### src/rtl/i2c_req_scheduler_if.sv
// ============================================================================
// Module   : i2c_req_scheduler_if
// Brief    : Requester-side and master-core-side signals of the I2C request
//            scheduler; the scheduler uses the slave view.
// Revision : 1.0 - initial release
// ============================================================================
`default_nettype none

interface i2c_req_scheduler_if #(
    parameter int LEN_W = 4
);
    logic [1:0]       req;
    logic [1:0]       rnw;
    logic [6:0]       addr0;
    logic [6:0]       addr1;
    logic [LEN_W-1:0] len0;
    logic [LEN_W-1:0] len1;
    logic [7:0]       wdata0;
    logic [7:0]       wdata1;
    logic [1:0]       wr_ack;
    logic [7:0]       rd_data;
    logic [1:0]       rd_vld;
    logic [1:0]       done;
    logic             err;
    logic [1:0]       grant;
    logic             m_en;
    logic             m_start;
    logic             m_stop;
    logic             m_mode;
    logic [6:0]       m_address;
    logic [7:0]       m_wdata;
    logic [7:0]       m_rdata;
    logic             m_byte_done;
    logic             m_nack;
    logic             m_idle;

    modport slave (
        input  req, rnw, addr0, addr1, len0, len1, wdata0, wdata1,
               m_rdata, m_byte_done, m_nack, m_idle,
        output wr_ack, rd_data, rd_vld, done, err, grant,
               m_en, m_start, m_stop, m_mode, m_address, m_wdata
    );

    modport master (
        output req, rnw, addr0, addr1, len0, len1, wdata0, wdata1,
               m_rdata, m_byte_done, m_nack, m_idle,
        input  wr_ack, rd_data, rd_vld, done, err, grant,
               m_en, m_start, m_stop, m_mode, m_address, m_wdata
    );
endinterface

`default_nettype wire

### src/rtl/i2c_req_scheduler.sv
// ============================================================================
// Module   : i2c_req_scheduler
// Brief    : Two-requester round-robin arbiter and byte sequencer driving the
//            I2C master core, with per-transaction done/error status.
// Revision : 1.0 - initial release
// ============================================================================
`default_nettype none

module i2c_req_scheduler #(
    parameter int LEN_W   = 4,
    parameter int TO_W    = 10,
    parameter int TIMEOUT = 1000
) (
    input  logic               clk,
    input  logic               reset_n,
    i2c_req_scheduler_if.slave bus
);

    typedef enum logic [1:0] {
        S_IDLE   = 2'd0,
        S_LAUNCH = 2'd1,
        S_XFER   = 2'd2,
        S_WAIT   = 2'd3
    } state_t;

    localparam logic [TO_W-1:0]  c_WD_LAST = TO_W'(TIMEOUT - 1);
    localparam logic [LEN_W-1:0] c_CNT_ONE = LEN_W'(1);

    state_t           r_state,   w_state;
    logic             r_owner,   w_owner;
    logic             r_last,    w_last;
    logic [6:0]       r_addr,    w_addr;
    logic             r_rnw,     w_rnw;
    logic [LEN_W-1:0] r_len,     w_len;
    logic [LEN_W-1:0] r_cnt,     w_cnt;
    logic             r_err,     w_err;
    logic [TO_W-1:0]  r_wd,      w_wd;
    logic             r_wload,   w_wload;
    logic [1:0]       r_wr_ack,  w_wr_ack;
    logic [7:0]       r_rd_data, w_rd_data;
    logic [1:0]       r_rd_vld,  w_rd_vld;
    logic [1:0]       r_done,    w_done;
    logic             r_err_o,   w_err_o;
    logic [1:0]       r_grant,   w_grant;
    logic             r_m_en,    w_m_en;
    logic             r_m_start, w_m_start;
    logic             r_m_stop,  w_m_stop;
    logic             r_m_mode,  w_m_mode;
    logic [6:0]       r_m_addr,  w_m_addr;
    logic [7:0]       r_m_wdata, w_m_wdata;
    logic             w_win;
    logic [1:0]       w_sel;
    logic [7:0]       w_owner_wdata;

    assign w_sel         = r_owner ? 2'b10 : 2'b01;
    assign w_owner_wdata = r_owner ? bus.wdata1 : bus.wdata0;

    // Single requester wins outright; a tie goes to whoever was not served last.
    always_comb begin
        if (bus.req == 2'b01)      w_win = 1'b0;
        else if (bus.req == 2'b10) w_win = 1'b1;
        else                       w_win = ~r_last;
    end

    always_comb begin
        w_state   = r_state;
        w_owner   = r_owner;
        w_last    = r_last;
        w_addr    = r_addr;
        w_rnw     = r_rnw;
        w_len     = r_len;
        w_cnt     = r_cnt;
        w_err     = r_err;
        w_wd      = r_wd;
        w_rd_data = r_rd_data;
        w_grant   = r_grant;
        w_m_en    = r_m_en;
        w_m_stop  = r_m_stop;
        w_m_mode  = r_m_mode;
        w_m_addr  = r_m_addr;
        w_m_wdata = r_m_wdata;
        w_wr_ack  = 2'b00;
        w_rd_vld  = 2'b00;
        w_done    = 2'b00;
        w_err_o   = 1'b0;
        w_m_start = 1'b0;
        // The requester advances wdata on the wr_ack edge; pick it up one cycle later.
        w_wload   = |r_wr_ack;
        if (r_wload) w_m_wdata = w_owner_wdata;

        case (r_state)
            S_IDLE: begin
                if (bus.req != 2'b00 && bus.m_idle) begin
                    w_owner = w_win;
                    w_grant = w_win ? 2'b10 : 2'b01;
                    w_addr  = w_win ? bus.addr1 : bus.addr0;
                    w_rnw   = bus.rnw[w_win];
                    w_len   = w_win ? bus.len1 : bus.len0;
                    w_state = S_LAUNCH;
                end
            end
            S_LAUNCH: begin
                w_m_en    = 1'b1;
                w_m_start = 1'b1;
                w_m_mode  = r_rnw;
                w_m_addr  = r_addr;
                w_m_wdata = w_owner_wdata;
                w_cnt     = (r_len == '0) ? c_CNT_ONE : r_len;
                w_m_stop  = (w_cnt == c_CNT_ONE);
                w_err     = 1'b0;
                w_wd      = '0;
                w_state   = S_XFER;
            end
            S_XFER: begin
                if (bus.m_nack) begin
                    w_err    = 1'b1;
                    w_m_stop = 1'b1;
                    w_state  = S_WAIT;
                end else if (bus.m_byte_done) begin
                    w_wd = '0;
                    if (r_rnw) begin
                        w_rd_data = bus.m_rdata;
                        w_rd_vld  = w_sel;
                    end else begin
                        w_wr_ack  = w_sel;
                    end
                    if (r_cnt != '0) w_cnt = r_cnt - c_CNT_ONE;
                    if (w_cnt == c_CNT_ONE) w_m_stop = 1'b1;
                    if (w_cnt == '0)        w_state  = S_WAIT;
                end else if (r_wd == c_WD_LAST) begin
                    w_m_en   = 1'b0;
                    w_m_stop = 1'b0;
                    w_grant  = 2'b00;
                    w_done   = w_sel;
                    w_err_o  = 1'b1;
                    w_last   = r_owner;
                    w_state  = S_IDLE;
                end else begin
                    w_wd = r_wd + TO_W'(1);
                end
            end
            default: begin
                if (bus.m_idle || r_wd == c_WD_LAST) begin
                    w_m_en   = 1'b0;
                    w_m_stop = 1'b0;
                    w_grant  = 2'b00;
                    w_done   = w_sel;
                    w_err_o  = r_err | ~bus.m_idle;
                    w_last   = r_owner;
                    w_state  = S_IDLE;
                end else if (bus.m_byte_done) begin
                    w_wd = '0;
                end else begin
                    w_wd = r_wd + TO_W'(1);
                end
            end
        endcase
    end

    always_ff @(posedge clk or negedge reset_n) begin
        if (!reset_n) begin
            r_state   <= S_IDLE;
            r_owner   <= 1'b0;
            r_last    <= 1'b1;
            r_addr    <= '0;
            r_rnw     <= 1'b0;
            r_len     <= '0;
            r_cnt     <= '0;
            r_err     <= 1'b0;
            r_wd      <= '0;
            r_wload   <= 1'b0;
            r_wr_ack  <= 2'b00;
            r_rd_data <= '0;
            r_rd_vld  <= 2'b00;
            r_done    <= 2'b00;
            r_err_o   <= 1'b0;
            r_grant   <= 2'b00;
            r_m_en    <= 1'b0;
            r_m_start <= 1'b0;
            r_m_stop  <= 1'b0;
            r_m_mode  <= 1'b0;
            r_m_addr  <= '0;
            r_m_wdata <= '0;
        end else begin
            r_state   <= w_state;
            r_owner   <= w_owner;
            r_last    <= w_last;
            r_addr    <= w_addr;
            r_rnw     <= w_rnw;
            r_len     <= w_len;
            r_cnt     <= w_cnt;
            r_err     <= w_err;
            r_wd      <= w_wd;
            r_wload   <= w_wload;
            r_wr_ack  <= w_wr_ack;
            r_rd_data <= w_rd_data;
            r_rd_vld  <= w_rd_vld;
            r_done    <= w_done;
            r_err_o   <= w_err_o;
            r_grant   <= w_grant;
            r_m_en    <= w_m_en;
            r_m_start <= w_m_start;
            r_m_stop  <= w_m_stop;
            r_m_mode  <= w_m_mode;
            r_m_addr  <= w_m_addr;
            r_m_wdata <= w_m_wdata;
        end
    end

    assign bus.wr_ack    = r_wr_ack;
    assign bus.rd_data   = r_rd_data;
    assign bus.rd_vld    = r_rd_vld;
    assign bus.done      = r_done;
    assign bus.err       = r_err_o;
    assign bus.grant     = r_grant;
    assign bus.m_en      = r_m_en;
    assign bus.m_start   = r_m_start;
    assign bus.m_stop    = r_m_stop;
    assign bus.m_mode    = r_m_mode;
    assign bus.m_address = r_m_addr;
    assign bus.m_wdata   = r_m_wdata;

endmodule

`default_nettype wire

### src/flat_wrapper.sv
// flat-port wrapper written by rule: the top's interface ports become plain ports
module i2c_req_scheduler_flat 
#(
    parameter int LEN_W   = 4,
    parameter int TO_W    = 10,
    parameter int TIMEOUT = 1000
)
  (clk, reset_n, bus_req, bus_rnw, bus_addr0, bus_addr1, bus_len0, bus_len1, bus_wdata0, bus_wdata1, bus_m_rdata, bus_m_byte_done, bus_m_nack, bus_m_idle, bus_wr_ack, bus_rd_data, bus_rd_vld, bus_done, bus_err, bus_grant, bus_m_en, bus_m_start, bus_m_stop, bus_m_mode, bus_m_address, bus_m_wdata);
  i2c_req_scheduler_if #(.LEN_W(LEN_W)) bus_i ();
  input  logic clk;
  input  logic reset_n;
  input wire logic [$bits(bus_i.req)-1:0] bus_req;
  input wire logic [$bits(bus_i.rnw)-1:0] bus_rnw;
  input wire logic [$bits(bus_i.addr0)-1:0] bus_addr0;
  input wire logic [$bits(bus_i.addr1)-1:0] bus_addr1;
  input wire logic [$bits(bus_i.len0)-1:0] bus_len0;
  input wire logic [$bits(bus_i.len1)-1:0] bus_len1;
  input wire logic [$bits(bus_i.wdata0)-1:0] bus_wdata0;
  input wire logic [$bits(bus_i.wdata1)-1:0] bus_wdata1;
  input wire logic [$bits(bus_i.m_rdata)-1:0] bus_m_rdata;
  input wire logic [$bits(bus_i.m_byte_done)-1:0] bus_m_byte_done;
  input wire logic [$bits(bus_i.m_nack)-1:0] bus_m_nack;
  input wire logic [$bits(bus_i.m_idle)-1:0] bus_m_idle;
  output wire logic [$bits(bus_i.wr_ack)-1:0] bus_wr_ack;
  output wire logic [$bits(bus_i.rd_data)-1:0] bus_rd_data;
  output wire logic [$bits(bus_i.rd_vld)-1:0] bus_rd_vld;
  output wire logic [$bits(bus_i.done)-1:0] bus_done;
  output wire logic [$bits(bus_i.err)-1:0] bus_err;
  output wire logic [$bits(bus_i.grant)-1:0] bus_grant;
  output wire logic [$bits(bus_i.m_en)-1:0] bus_m_en;
  output wire logic [$bits(bus_i.m_start)-1:0] bus_m_start;
  output wire logic [$bits(bus_i.m_stop)-1:0] bus_m_stop;
  output wire logic [$bits(bus_i.m_mode)-1:0] bus_m_mode;
  output wire logic [$bits(bus_i.m_address)-1:0] bus_m_address;
  output wire logic [$bits(bus_i.m_wdata)-1:0] bus_m_wdata;
  assign bus_i.req = bus_req;
  assign bus_i.rnw = bus_rnw;
  assign bus_i.addr0 = bus_addr0;
  assign bus_i.addr1 = bus_addr1;
  assign bus_i.len0 = bus_len0;
  assign bus_i.len1 = bus_len1;
  assign bus_i.wdata0 = bus_wdata0;
  assign bus_i.wdata1 = bus_wdata1;
  assign bus_i.m_rdata = bus_m_rdata;
  assign bus_i.m_byte_done = bus_m_byte_done;
  assign bus_i.m_nack = bus_m_nack;
  assign bus_i.m_idle = bus_m_idle;
  assign bus_wr_ack = bus_i.wr_ack;
  assign bus_rd_data = bus_i.rd_data;
  assign bus_rd_vld = bus_i.rd_vld;
  assign bus_done = bus_i.done;
  assign bus_err = bus_i.err;
  assign bus_grant = bus_i.grant;
  assign bus_m_en = bus_i.m_en;
  assign bus_m_start = bus_i.m_start;
  assign bus_m_stop = bus_i.m_stop;
  assign bus_m_mode = bus_i.m_mode;
  assign bus_m_address = bus_i.m_address;
  assign bus_m_wdata = bus_i.m_wdata;
  i2c_req_scheduler #(.LEN_W(LEN_W), .TO_W(TO_W), .TIMEOUT(TIMEOUT)) u_core (.clk(clk), .reset_n(reset_n), .bus(bus_i));
endmodule
### config.mk
export PLATFORM = sky130hd
export DESIGN_NAME = i2c_req_scheduler_flat
export DESIGN_NICKNAME = d
export VERILOG_FILES = /design/src/rtl/i2c_req_scheduler_if.sv /design/src/rtl/i2c_req_scheduler.sv /design/src/flat_wrapper.sv
export SDC_FILE = /design/constraint.sdc
export NUM_CORES = 1
export LEC_CHECK = 0
export BUFFER_PORTS_ARGS = -buffer_cell sky130_fd_sc_hd__buf_4
export CORE_ASPECT_RATIO = 0.8
export CORE_MARGIN = 2
export CORE_UTILIZATION = 44
export DETAILED_ROUTE_END_ITERATION = 8
export PLACE_DENSITY = 0.72
export REMOVE_ABC_BUFFERS = 1
export SYNTH_ARGS = -nofsm -noshare
export SYNTH_HDL_FRONTEND = slang
export SYNTH_SLANG_ARGS = --single-unit
### constraint.sdc
create_clock -name clk -period 2.2 [get_ports clk]
set_input_delay 0.44 -clock clk [delete_from_list [all_inputs] [get_ports clk]]
set_output_delay 0.44 -clock clk [all_outputs]
set_load 0.05 [all_outputs]
# Yosys cells after proc, flatten, opt, wreduce, memory -nomap -nowiden
# Cells that the tools add are included.
dict set report word_totals {
  register_bits 68
  latchBits 0
  ramBits 0
  rom_bits 0
  inputBits 55
  elab_cells 146
  mem_count 0
}
dict set report op_classes {
  add_sub_neg 2
  n_mul 0
  div 0
  n_lt_le_gt_ge 1
  eq_ne 18
  shifts 0
  muxes 71
  bitwise 7
  n_reduce_logical 25
}
# cell n
set ops {}
lappend ops {{10-bit 2-to-1 mux} 5}
lappend ops {{2-bit 2-to-1 mux} 23}
lappend ops {{4-bit 2-to-1 mux} 8}
lappend ops {{10-bit case mux with 3 select lines} 1}
lappend ops {{8-bit 2-to-1 mux} 3}
lappend ops {{1-bit 2-to-1 mux} 21}
lappend ops {{4-bit AND reduction} 4}
lappend ops {{4-bit by 3-bit != test with 1-bit output, second input constant} 3}
lappend ops {{2-bit case mux with 3 select lines} 2}
lappend ops {{10-bit by 1-bit adder with 10-bit output, second input constant} 1}
lappend ops {{10-bit equality test, second input constant} 1}
lappend ops {{5-bit AND reduction} 2}
lappend ops {{4-bit by 1-bit equality test with 1-bit output, second input constant} 2}
lappend ops {{4-bit zero test} 2}
lappend ops {{2-bit != test, second input constant} 4}
lappend ops {{4-bit case mux with 2 select lines} 1}
lappend ops {{2-bit nonzero test} 4}
lappend ops {{4-bit nonzero test} 2}
lappend ops {{7-bit 2-to-1 mux} 1}
lappend ops {{3-bit != test, second input constant} 2}
lappend ops {{1-bit NOT} 6}
lappend ops {{1-bit case mux with 2 select lines} 3}
lappend ops {{1-bit case mux with 3 select lines} 2}
lappend ops {{6-bit AND reduction} 1}
lappend ops {{14 further kinds} 20}

# Depth between registers and ports, before layout
# Gate-level depths: netlist of the first run.
dict set report logic_depth {
  depth_word 10
  ltp_mapped 8
  depth_no_buf 7
}

# Worst setup path after synthesis of the first run
# Ideal clock, no wire load.
dict set report synth_timing {
  path_kind {register to register}
  start {register u_core.r_state[0]}
  end {register u_core.r_wd[4]}
  setup_ns 0.069
  arrival_ns 1.909
  required_ns 2.131
  path_slack_ns 0.222
  path_stages_with_launch 8
  path_buffers 0
  cell_sequence {dfrtp_1 -> inv_1 -> ha_1 -> inv_2 -> a221o_1 -> a21o_1 -> or4_1 -> nand3_1}
}
dict set report synth_between {
  elab_chain_len 3
}
# item line_no
set synth_rtl {}
lappend synth_rtl {{start: declaration} i2c_req_scheduler.sv:29} ;# state_t r_state, w_state;
lappend synth_rtl {{start signal: assignment} i2c_req_scheduler.sv:185} ;# r_state <= w_state;
lappend synth_rtl {{2-bit by 1-bit equality test with 1-bit output, or another cell as far along} i2c_req_scheduler.sv:91} ;# case (r_state)
lappend synth_rtl {{3-bit != test (no line), or another cell as far along} --}
lappend synth_rtl {{4-bit AND reduction (no line)} --}
lappend synth_rtl {{end signal: assignment} i2c_req_scheduler.sv:193} ;# r_wd <= w_wd;
lappend synth_rtl {{end: declaration} i2c_req_scheduler.sv:37} ;# logic [TO_W-1:0] r_wd, w_wd;
# Several ways; a longest one is shown, not always the timed one.
# A chain may end at the register's enable or synchronous reset.

# Worst setup path in the final report of the first run
# Ends and elaborated chain as after synthesis.

==> metrics, run 1 <==
global route total overflow=0; Layout Skew=4.97 ps; H-tree level count=3; Synth Instances=325; RSZ-0062 raised after global routing=yes; clock sink count=68; Hold/Removal Path Class=input pin to async pin; DRT Wirelength=between 7000 and 8000 um; IO Pins=91; Wirelength per Cell=roughly 15 um; pin count of the biggest net entering global routing=43; die area=0.00814 mm^2; Critical Path RT=2480 ps; cell taking the most area after synthesis=dfrtp_1; TritonCTS Buffers=9; first-pass GRT wire length=12,600 um; HPWL Detailed=5590 um; share of layout cells above drive strength 1=34.1%; combinational power share=51.1%; post-synth cell types=between 50 and 60; sequential share of power=33.2%; crit path DAT=2420 ps; Fmax=468 MHz; # rows=28; most common cell after layout, fill and taps aside=buf_4; CP Launch Type=register; Max clock buf depth=2; Tcrit/Tclk final=97.2%; chip width=100 um; PwrDens=1470 mW/mm^2; WP buf/inv=2; post-layout power=6.33 mW; crit path cell chain=inv_1, ha_1, inv_2, a221o_1, a21o_1, or4_1, nand3_1; Initial DRC Count=between 150 and 200; GRT Max-Usage Layer=met2; antenna violations before repair=0; register area=roughly 0.0017 mm^2; CTS tree=built; FFs w/ async S/R, synth=100%; core area=roughly 0.0073 mm^2; Total GRT Usage=19.9%; Tmin final=2140 ps; die height=81.1 um; Worst path max stage delay=510 ps; Yosys warning count=0; vias in the first global route=2,661; nets@finish=485; max-cap violations=0; TritonRoute pass-1 iters=4; met1 Usage GRT=25.4%; # fillers=627; Crit path max-delay family=simple AND/OR/NAND/NOR gates; TNS Setup=0 ps; root buffer cell=clkbuf_8; GP Congestion=0.865; flops & latches, synth=68; total number of vias=2,762; slowest stage cell, crit path=or4_1; Clk network pwr share=15.7%; internal power=around 3.5 mW; Slew Limit Fails=0; setup ws final=61.3 ps; Switch Pwr=2.84 mW; Vias/cell=5.33; ANT cells=0; Syn Area/Cell=10.1 um^2; Clock Latency Late Sink=340 ps; Antenna Violating Nets Remaining=0; Multi-input gate area=0.00149 mm^2; PortBufs=90; Worst slew margin=56.2%; Synth-to-Final Area Change=31.9%; dominant synthesized flop cell=dfrtp_1; cts hold-fix bufs=0; CP Capture Type=register; Worst-path clk slew=70 ps; register area share after synthesis=52.1%; Yosys top cell area share=51.3%; DRC violations left=0; endpoints failing hold=0; GR Layer Usage met3=6.02%; Sw Share=44.9%; starting density of the core=44.8%; Worst Path Max Fanout=6; Worst IR Drop VDD=between 0.7 and 0.8 mV; DP Cell Count=501; Synth area leaders=dfrtp_1 51%, mux2_2 6.5%, mux2i_1 6.4%, o21ai_0 6.4%, nor2_1 4.1%; Post-synth EDFFs=0; status=complete, no violations; Mapped Area=0.00327 mm^2; Setup Crit Path Kind=register to register; Area after DPL=0.00409 mm^2; final std cells w/o fill=518; met2 Track Usage GR=32.1%; LEAKAGE=approximately 2.1 nW; most frequent cells in the layout=101 x buf_4, 66 x dfrtp_1, 42 x o21ai_0; Finished Cell Area=0.00431 mm^2; Final Setup Violations=0; DP Worst Slack=~63 ps; Worst Max-Slew Pin Slew=between 600 and 700 ps
[logic make-up after synthesis]
logic type,synth area share (%)
xor+xnor,0.536
mux,13.0
fa+ha+maj,2.30
buf+inv,3.18
compound gates,14.1
flops,52.1
simple gates,14.8
[flip-flops by register name, indices dropped and copies added, names as in the netlist, 4 cells and up]
| name | count |
|---|---|
| u_core.bus.rd_data | 8 |
| u_core.r_len | 4 |
| u_core.bus.m_address | 7 |
| u_core.r_addr | 7 |
| u_core.r_wd | 10 |
| u_core.bus.m_wdata | 8 |
| u_core.r_cnt | 4 |
[final cells by class]
type / count / area share [%]
sequential: 68 / 39.5
clock buffer: 13 / 3.46
timing repair buffer: 102 / 18.1
clock inverter: 2 / 0.813
tap: 90 / 2.61
multi-input combinational: 231 / 34.5
inverter: 12 / 1.05
[per-stage QoR]
step | util, % | hold slack [ps]
2_1_floorplan | - | 144
3_3_place_gp | 56.1 | 454
5_1_grt | 59.1 | 118
6_report | 59.1 | 92.4
4_1_cts | 58.6 | 100
3_5_place_dp | 56.1 | 453
[routing by layer]
layer	vias to the layer above	routed length, um
met5	-	0
met4	0	100
met3	8	560
met2	104	3500
met1	1313	3470
li1	1337	-
[Yosys cell counts (all sizes together), types with 3 or more instances]
cell and count:
mux2i 21, nor2 36, mux2 19, nand2 33
nand3 6, a21oi 18, buf 3, nor3 9
or2 4, inv 12, o21ai 43, ha 6
clkbuf 11, nand4 3, dfrtp 67
[timing repair]
item | CTS | global route
setup endpoints to repair | 0 | 10
resized for setup | 0 | 6
setup buffers | 0 | 2
[final timing paths]
check                                     start               endpoint  slack, ps  cells past startpoint
hold reg to reg            u_core.bus.wr_ack[0]         u_core.r_wload        470                      1
setup / recovery              u_core.r_state[0]         u_core.r_wd[4]         60                      7
min in group clk                 bus_m_rdata[0]  u_core.bus.rd_data[0]        330                      2
setup reg to reg              u_core.r_state[0]         u_core.r_wd[4]         60                      7
max in group asynchronous               reset_n          u_core.r_last       1500                      2
hold / removal                          reset_n        u_core.r_len[2]         90                      1
[power by group through the flow]
stage | Sequential (mW) | Combinational, mW | Clock (mW)
global placement | 2.08 | 3.10 | 0
floorplan | 2.90 | 1.36 | 0
finish | 2.10 | 3.23 | 0.994
detailed placement | 2.11 | 3.18 | 0
CTS | 2.09 | 3.19 | 1.01
global route | 2.17 | 3.49 | 1.06
Power figures use the tool's default switching activity.
==> run 2: changes to the inputs <==
--- a/config.mk
+++ b/config.mk
@@ -7,7 +7,6 @@
 export LEC_CHECK = 0
 export BUFFER_PORTS_ARGS = -buffer_cell sky130_fd_sc_hd__buf_4
 export CORE_ASPECT_RATIO = 0.8
-export CORE_MARGIN = 2
 export CORE_UTILIZATION = 44
 export DETAILED_ROUTE_END_ITERATION = 8
 export PLACE_DENSITY = 0.72
@@ -15,3 +14,4 @@
 export SYNTH_ARGS = -nofsm -noshare
 export SYNTH_HDL_FRONTEND = slang
 export SYNTH_SLANG_ARGS = --single-unit
+export TNS_END_PERCENT = 30
==> metrics, run 2 (synthesis results as in run 1) <==
status=finished, violations left; failing checks=design-rule violations; internal power=3.49 mW; ANT cells=0; Critical Path RT=2480 ps; GP Congestion=0.918; HPWL Detailed=5310 um; total number of vias=2,729; endpoints failing hold=0; Sw Share=44.6%; max-cap violations=0; GRT Max-Usage Layer=met2; met2 Track Usage GR=roughly 34%; TritonRoute pass-1 iters=6; Largest Register=u_core.r_wd; share of layout cells above drive strength 1=between 30% and 40%; global route total overflow=0; Initial DRC Count=190; cts hold-fix bufs=0; die area=0.00778 mm^2; LEAKAGE=2.06 nW; # rows=27; Worst Max-Slew Pin Slew=roughly 660 ps; TNS Setup=0 ps; CTS tree=built; Worst Path Max Fanout=4; Hold/Removal Path Class=input pin to async pin; met1 Usage GRT=24.1%; Clk network pwr share=16.5%; antenna violations before repair=0; CP Capture Type=register; root buffer cell=clkbuf_8; IO Pins=between 90 and 100; die height=79.1 um; Setup Crit Path Kind=register to register; PortBufs=90; H-tree level count=3; sequential share of power=33.3%; chip width=roughly 98 um; Max clock buf depth=2; pin count of the biggest net entering global routing=69; most common cell after layout, fill and taps aside=buf_4; first-pass GRT wire length=about 12,000 um; CP Launch Type=register; DRC violations left=6; Synth-to-Final Area Change=31.4%; PwrDens=about 1500 mW/mm^2; Vias/cell=5.32; DRT Wirelength=7350 um; Switch Pwr=2.81 mW; Slew Limit Fails=0; clock sink count=68; Antenna Violating Nets Remaining=0; Finished Cell Area=between 0.004 and 0.005 mm^2; Total GRT Usage=20.3%; Fmax=482 MHz; Tmin final=2070 ps; DP Cell Count=497; crit path DAT=2360 ps; TritonCTS Buffers=9; most frequent cells in the layout=98 x buf_4, 66 x dfrtp_1, 42 x o21ai_0; final std cells w/o fill=513; core area=0.00703 mm^2; RSZ-0062 raised after global routing=no; Worst IR Drop VDD=0.642 mV; starting density of the core=between 40 and 50%; Layout Skew=about 4.6 ps; Area after DPL=0.00407 mm^2; number of flip-flops in the largest register=10; Worst slew margin=56.1%; Tcrit/Tclk final=94.3%; Clock Latency Late Sink=around 340 ps; Worst-path clk slew=about 70 ps; Final Setup Violations=0; nets@finish=about 480; vias in the first global route=~2,700; combinational power share=50.2%; GR Layer Usage met3=slightly above 7%; Wirelength per Cell=about 14 um
[run 2: cell count changes in the layout (fill, tap and decap cells not counted)]
cell        change
buf_4           -3
clkbuf_8        +1
a211oi_2        +1
ha_1            -1
clkinv_2        +1
clkbuf_1        -2
a211oi_4        -1
ha_2            +1
clkinvlp_4      +1
nor2_2          -1
nor2_1          +1
[run 2: final timing paths]
| path | slack (ps) | from | depth (start not counted) | to |
|---|---|---|---|---|
| setup / recovery | 130 | u_core.r_state[1] | 7 | u_core.r_wd[4] |
| hold / removal | 90 | reset_n | 2 | u_core.r_wd[8] |
| setup reg to reg | 130 | u_core.r_state[1] | 7 | u_core.r_wd[4] |
| hold reg to reg | 460 | u_core.bus.wr_ack[1] | 1 | u_core.r_wload |
| max in group asynchronous | 1780 | reset_n | 2 | u_core.r_last |
| min in group clk | 320 | bus_m_rdata[1] | 2 | u_core.bus.rd_data[1] |
[run 2: routing by layer]
layer  up-vias  wire [um]
met3        11        670
met5         -          0
li1       1334          -
met2       116       3430
met4         0         91
met1      1268       3160
[run 2: layout make-up]
class	count	area (um^2)
Fill cell	605	2730
Sequential cell	68	1700
Multi-Input combinational cell	231	1480
Timing Repair Buffer	99	756
Clock buffer	12	155
Tap cell	87	109
Clock inverter	4	47.5
Inverter	12	45.0
[run 2: stage by stage]
step	utilization, %	worst slack [ps]	total power [mW]	hold slack [ps]
3_3_place_gp	58.0	177	5.18	449
6_report	61.1	126	6.30	89.2
5_1_grt	61.1	19.5	6.72	111
2_1_floorplan	-	126	4.26	144
3_5_place_dp	58.0	64.6	5.26	452
4_1_cts	60.9	41.2	6.32	99.5
[run 2: timing repair]
action,4_1_cts,5_1_grt
setup buffers,0,0
resized for setup,0,5
hold endpoints to repair,0,0
endpoints found under the setup margin,0,8
[run 2: power by group through the flow]
stage | sequential, mW | combinational [mW] | clock, mW
2_1_floorplan | 2.90 | 1.36 | 0
3_3_place_gp | 2.09 | 3.10 | 0
3_5_place_dp | 2.11 | 3.15 | 0
4_1_cts | 2.09 | 3.16 | 1.07
5_1_grt | 2.16 | 3.43 | 1.12
6_report | 2.09 | 3.16 | 1.04
[run 2: critical path, cell delays in order, from the launching register on]
cell and delay (ps):
dfrtp_1 400, inv_1 90, ha_1 340, inv_2 50, a221o_1 360, a21o_1 180, or4_1 500, nand3_1 90
